## src/rtl/qed_dup_replay.sv

```systemverilog
// ---------------------------------------------------------------------------
// qed_dup_replay
//
// Duplicate-instruction replay stage for the SQED harness. Sits between the
// instruction-constraint checker and the core fetch port.
//
// ORIG mode: each constrained, non-NOP instruction is forwarded to the core
// and recorded in the replay buffer. Once exec_dup is seen with at least one
// recorded original, the stage enters DUP mode. It then replays the buffer
// one entry per accepted cycle. Each replayed entry has its registers remapped
// to the upper bank and its memory accesses remapped to the upper memory half.
// After the last duplicate it sits in DONE with qed_ready high until reset.
//
// Ports
//   clk                  in   clock
//   rst                  in   synchronous, active-high reset
//   ifu_qed_instruction  in   [31:0] constrained instruction from the harness
//   exec_dup             in   request to switch to duplicate mode
//   stall_IF             in   core fetch stall; freezes the whole stage
//   qed_instruction      out  [31:0] instruction presented to the core
//   qed_vld              out  qed_instruction is a real (non-NOP) instruction
//   qed_ready            out  every recorded original has been replayed
//   orig_count           out  [clog2(DEPTH):0] number of originals recorded
// ---------------------------------------------------------------------------
module qed_dup_replay #(
    parameter int unsigned DEPTH    = 16,
    parameter logic [31:0] NOP_INSN = 32'h0000007F
) (
    input  logic                     clk,
    input  logic                     rst,
    input  logic [31:0]              ifu_qed_instruction,
    input  logic                     exec_dup,
    input  logic                     stall_IF,
    output logic [31:0]              qed_instruction,
    output logic                     qed_vld,
    output logic                     qed_ready,
    output logic [$clog2(DEPTH):0]   orig_count
);

    localparam int AW = $clog2(DEPTH);
    localparam int CW = AW + 1;
    localparam logic [6:0] NOP_OPC = NOP_INSN[6:0];

    typedef enum logic [1:0] {
        ORIG = 2'd0,
        DUP  = 2'd1,
        DONE = 2'd2
    } state_e;

    state_e          state_q, state_d;
    logic [AW-1:0]   wr_ptr_q, wr_ptr_d;
    logic [AW-1:0]   rd_ptr_q, rd_ptr_d;
    logic [CW-1:0]   orig_count_q, orig_count_d;
    logic [31:0]     insn_q, insn_d;
    logic            vld_q, vld_d;
    logic            ready_q, ready_d;

    logic [31:0]     buf_q [DEPTH];
    logic            buf_we;

    logic [31:0]     dup_insn;
    logic            last_dup;
    logic            in_is_nop;
    logic            buf_full;

    // Upper-bank register alias; x0 is shared between the two copies.
    function automatic logic [4:0] dup_reg(input logic [4:0] f);
        return (f == 5'd0) ? 5'd0 : (f | 5'b10000);
    endfunction

    // Opcode-directed remap of an original into its duplicate. Bit 26 adds 64
    // to the load/store immediate so the duplicate touches the upper memory
    // half.
    function automatic logic [31:0] remap(input logic [31:0] insn);
        logic [31:0] r;
        r = insn;
        case (insn[6:0])
            7'b0110011: begin
                r[11:7]  = dup_reg(insn[11:7]);
                r[19:15] = dup_reg(insn[19:15]);
                r[24:20] = dup_reg(insn[24:20]);
            end
            7'b0010011, 7'b1100111, 7'b0001111: begin
                r[11:7]  = dup_reg(insn[11:7]);
                r[19:15] = dup_reg(insn[19:15]);
            end
            7'b0000011: begin
                r[11:7]  = dup_reg(insn[11:7]);
                r[19:15] = dup_reg(insn[19:15]);
                r[26]    = 1'b1;
            end
            7'b0100011: begin
                r[19:15] = dup_reg(insn[19:15]);
                r[24:20] = dup_reg(insn[24:20]);
                r[26]    = 1'b1;
            end
            7'b1100011: begin
                r[19:15] = dup_reg(insn[19:15]);
                r[24:20] = dup_reg(insn[24:20]);
            end
            7'b0110111, 7'b0010111, 7'b1101111: begin
                r[11:7]  = dup_reg(insn[11:7]);
            end
            default: r = insn;
        endcase
        return r;
    endfunction

    assign in_is_nop = (ifu_qed_instruction[6:0] == NOP_OPC);
    assign buf_full  = (orig_count_q >= CW'(DEPTH));
    // rd_ptr_q is 0 throughout ORIG, so the same read serves the first
    // duplicate issued on the ORIG->DUP edge.
    assign dup_insn  = remap(buf_q[rd_ptr_q]);
    // Widened compare so rd_ptr = DEPTH-1 does not wrap to 0.
    assign last_dup  = (({1'b0, rd_ptr_q} + CW'(1)) == orig_count_q);

    always_comb begin
        state_d      = state_q;
        wr_ptr_d     = wr_ptr_q;
        rd_ptr_d     = rd_ptr_q;
        orig_count_d = orig_count_q;
        insn_d       = insn_q;
        vld_d        = vld_q;
        ready_d      = ready_q;
        buf_we       = 1'b0;

        if (!stall_IF) begin
            case (state_q)
                ORIG: begin
                    if (exec_dup && (orig_count_q != '0)) begin
                        // Switch cycle: the input is dropped and entry 0 issues.
                        insn_d   = dup_insn;
                        vld_d    = 1'b1;
                        ready_d  = last_dup;
                        rd_ptr_d = rd_ptr_q + AW'(1);
                        state_d  = last_dup ? DONE : DUP;
                    end else if (!in_is_nop && !buf_full) begin
                        buf_we       = 1'b1;
                        wr_ptr_d     = wr_ptr_q + AW'(1);
                        orig_count_d = orig_count_q + CW'(1);
                        insn_d       = ifu_qed_instruction;
                        vld_d        = 1'b1;
                    end else begin
                        insn_d = NOP_INSN;
                        vld_d  = 1'b0;
                    end
                end
                DUP: begin
                    insn_d   = dup_insn;
                    vld_d    = 1'b1;
                    ready_d  = last_dup;
                    rd_ptr_d = rd_ptr_q + AW'(1);
                    if (last_dup) begin
                        state_d = DONE;
                    end
                end
                DONE: begin
                    insn_d  = NOP_INSN;
                    vld_d   = 1'b0;
                    ready_d = 1'b1;
                end
                default: begin
                    state_d = ORIG;
                end
            endcase
        end
    end

    always_ff @(posedge clk) begin
        if (rst) begin
            state_q      <= ORIG;
            wr_ptr_q     <= '0;
            rd_ptr_q     <= '0;
            orig_count_q <= '0;
            insn_q       <= NOP_INSN;
            vld_q        <= 1'b0;
            ready_q      <= 1'b0;
        end else begin
            state_q      <= state_d;
            wr_ptr_q     <= wr_ptr_d;
            rd_ptr_q     <= rd_ptr_d;
            orig_count_q <= orig_count_d;
            insn_q       <= insn_d;
            vld_q        <= vld_d;
            ready_q      <= ready_d;
        end
    end

    // Buffer storage is not reset; orig_count defines which entries are valid.
    always_ff @(posedge clk) begin
        if (buf_we && !rst) begin
            buf_q[wr_ptr_q] <= ifu_qed_instruction;
        end
    end

    assign qed_instruction = insn_q;
    assign qed_vld         = vld_q;
    assign qed_ready       = ready_q;
    assign orig_count      = orig_count_q;

endmodule
```

## config.mk

```make
export PLATFORM = sky130hd
export DESIGN_NAME = qed_dup_replay
export DESIGN_NICKNAME = d
export VERILOG_FILES = /design/src/rtl/qed_dup_replay.sv
export SDC_FILE = /design/constraint.sdc
export NUM_CORES = 1
export LEC_CHECK = 0
export CORE_MARGIN = 4
export CORE_UTILIZATION = 42
export CTS_CLUSTER_DIAMETER = 100
export DETAILED_ROUTE_END_ITERATION = 7
export MAX_ROUTING_LAYER = met4
export PLACE_DENSITY = 0.65
export SETUP_SLACK_MARGIN = 0.02
export SYNTH_ARGS = -nofsm -noshare
export SYNTH_HDL_FRONTEND = slang
export SYNTH_SLANG_ARGS = --single-unit
```

## constraint.sdc

```tcl
create_clock -name clk -period 8.1 [get_ports clk]
set_input_delay 0.81 -clock clk [delete_from_list [all_inputs] [get_ports clk]]
set_output_delay 0.81 -clock clk [all_outputs]
set_load 0.03 [all_outputs]
```

==> metrics <==
Post-synth ARST share 0%; area growth from synthesis to layout 16.1%; first-pass GRT wire length 76000 µm; largest net degree at the start of global routing 82; Hold Crit Class flip-flop to flip-flop; share of layout cells above drive strength 1 24.1%; Buffers on Ports 74; run status complete, no violations; Final Core Density 49.4%; CTS H-tree lvls 2; Power Dens Cells 300 nW/µm²; Layout Skew 0.0294 ns; Post-synth EDFFs 512; CTS Buffer Depth 3; Synth Flop Type edfxtp_1; initial cell density of the core 42.6%; Total GRT Usage 18.6%; gp weighted congestion 0.787; Pleak 7.88 nW; Worst setup EP type flip-flop; setup total negative slack 0 ns; count of cell types in the netlist 55; sequential area share after synthesis 74.8%; unrepaired setup endpoints after global routing no; max-slew violation count 0; core footprint 51600 µm²; vias in the first global route 11500; TritonCTS clock tree yes; Clock Latency Late Sink 0.61 ns; Avg Cell Area, Syn 20.2 µm²; post-synthesis cell area 22000 µm²; antenna violations before repair 2; die area 56100 µm²; period utilization 50.7%; Slew @ Worst Pin 1.14 ns; #FFs+latches synth 565; Worst slew margin 24.2%; crit path kind input pin to flip-flop; # rows 83; Critical Path RT 8.36 ns; synthesized instance count 1086; First DRT Iteration DRCs 1129; top cells by count, synth edfxtp_1, mux4_2, nor2_1, dfxtp_1, clkbuf_1; global route total overflow 0; most common cell in the synthesized netlist edfxtp_1; crit-path max FO 18; CP Launch Type input pin; DRC Markers 0; DPL Wire Length 28800 µm; peak supply drop 0.222 mV; via count 11100; Initial DRT Pass Iterations 5; Setup Buffers After CTS 0; CTS resizes 0; Reg clk slew, reported paths 0.06 ns; top post-synthesis cells by area edfxtp_1, mux4_2, dfxtp_1, nor2_1, a221oi_1; Chip Width 237 µm; Fmax 244 MHz; # setup viols final 0; max cap viols 0; Antenna Nets Post-Route 0; DIE HEIGHT 237 µm; syn nets 1133; Sink Count 565; Synth top area share 69.9%; post-layout minimum cycle time 4.10 ns; cell taking the most area after synthesis edfxtp_1; Worst Path Arrival 4.37 ns; cts hold-fix bufs 0; Clock Tree Root clkbuf_16; Yosys Warn Count 0; number of I/O pins 75; cts bufs inserted 56; Post-Route WL 50900 µm; Final Hold Vio Count 0; Via density 5.80; fin nets 1230; Wirelength per Cell 26.6 µm
## cell type report
| cell class | count | area (µm²) |
|---|---|---|
| inverters | 8 | 30.0 |
| well taps | 680 | 851 |
| diodes | 2 | 5.00 |
| flip-flops and latches | 565 | 16400 |
| clock inverters | 36 | 402 |
| clock buffers | 69 | 1530 |
| repair buffers | 99 | 936 |
| multi-input cells | 453 | 5310 |
| fillers | 4072 | 26100 |
## state kept, by name, indices dropped and copies added, names as in the netlist, named ones only
name and count:
buf_q 512, qed_instruction 32, orig_count 5, rd_ptr_q 4
wr_ptr_q 4, state_q 2, qed_ready 1, qed_vld 1
## routing by layer
layer / track usage, % / vias up / share of wire, %
met1: 25.7 / 5871 / 43
met3: 3.27 / 90 / 6.6
met2: 28.7 / 421 / 48
met5: - / - / 0
met4: 5.71 / 0 / 2.7
li1: - / 4705 / -
## layout by cell type (no fill, tap or decap), types with 3 or more instances in the layout
master / instances
o221ai_1: 3
clkinv_2: 16
o311ai_0: 3
inv_1: 8
clkinv_1: 5
clkinvlp_4: 5
nand2b_1: 6
xnor2_1: 8
nand4_1: 5
and3_2: 4
a211oi_1: 7
dfxtp_1: 49
clkbuf_16: 58
mux4_2: 145
clkbuf_8: 4
a211o_1: 4
ha_1: 11
clkbuf_1: 7
edfxtp_1: 512
mux2i_1: 6
a22oi_1: 14
a221oi_1: 19
a21oi_1: 19
nor2_1: 66
buf_4: 24
o21ai_0: 11
bufinv_16: 8
clkdlybuf4s50_1: 73
nor2_4: 13
nand3_1: 4
xor2_1: 6
nor3_1: 26
a22o_1: 7
nand2_1: 27
mux2_2: 4
## cells by family (layout without fill, tap and decap cells)
kind of cell	count (synthesis)	count (layout)	share of synthesized area (%)
xor gates and xnor gates	14	14	0.558
DFF	565	565	74.8
and+or+nand+nor	170	170	3.56
AOI/OAI and AO/OA	103	103	3.58
muxes	155	155	15.3
other	0	2	0
adders and majority gates	11	11	0.626
buffers and inverters	68	212	1.58
## final timing paths
check	startpoint	endpoint	slack (ns)	cells after the start
worst max-delay path	ifu_qed_instruction[5]	buf_q[7][14]$_DFFE_PP_	4.00	7
worst min-delay path	qed_instruction[6]$_SDFFE_PP1P_	qed_instruction[6]$_SDFFE_PP1P_	0.49	2
worst max register to register	orig_count[0]$_SDFFE_PP0P_	buf_q[7][14]$_DFFE_PP_	4.08	9
worst min register to register	qed_instruction[6]$_SDFFE_PP1P_	qed_instruction[6]$_SDFFE_PP1P_	0.49	2
## where the power goes
part / total, mW / internal, mW / switching, mW
Combinational: 1.51 / 0.688 / 0.823
Clock: 2.70 / 1.60 / 1.10
Sequential: 3.44 / 3.31 / 0.131
Total: 7.65 / 5.59 / 2.05
## critical path, cell delays in order
cell and delay (ns):
clkdlybuf4s50_1 0.76, nand3_1 0.24, o21bai_1 0.16, nor3_2 0.87
nand2_1 0.44, nor2_4 0.62, buf_4 0.44
## metrics by stage
| step | std cells | area [µm²] | hold slack (ns) | power [mW] | setup slack, ns |
|---|---|---|---|---|---|
| 2_1_floorplan | 1086 | 22000 | 0.477 | 4.54 | 4.33 |
| 3_3_place_gp | 1805 | 23600 | 0.473 | 5.01 | 3.49 |
| 3_5_place_dp | 1805 | 23600 | 0.479 | 5.02 | 3.39 |
| 4_1_cts | 1910 | 25500 | 0.498 | 7.71 | 4.00 |
| 5_1_grt | 1912 | 25500 | 0.510 | 7.95 | 3.78 |
| 6_report | 1912 | 25500 | 0.489 | 7.65 | 4.00 |
Note: power is estimated with default switching activity, not from simulation.
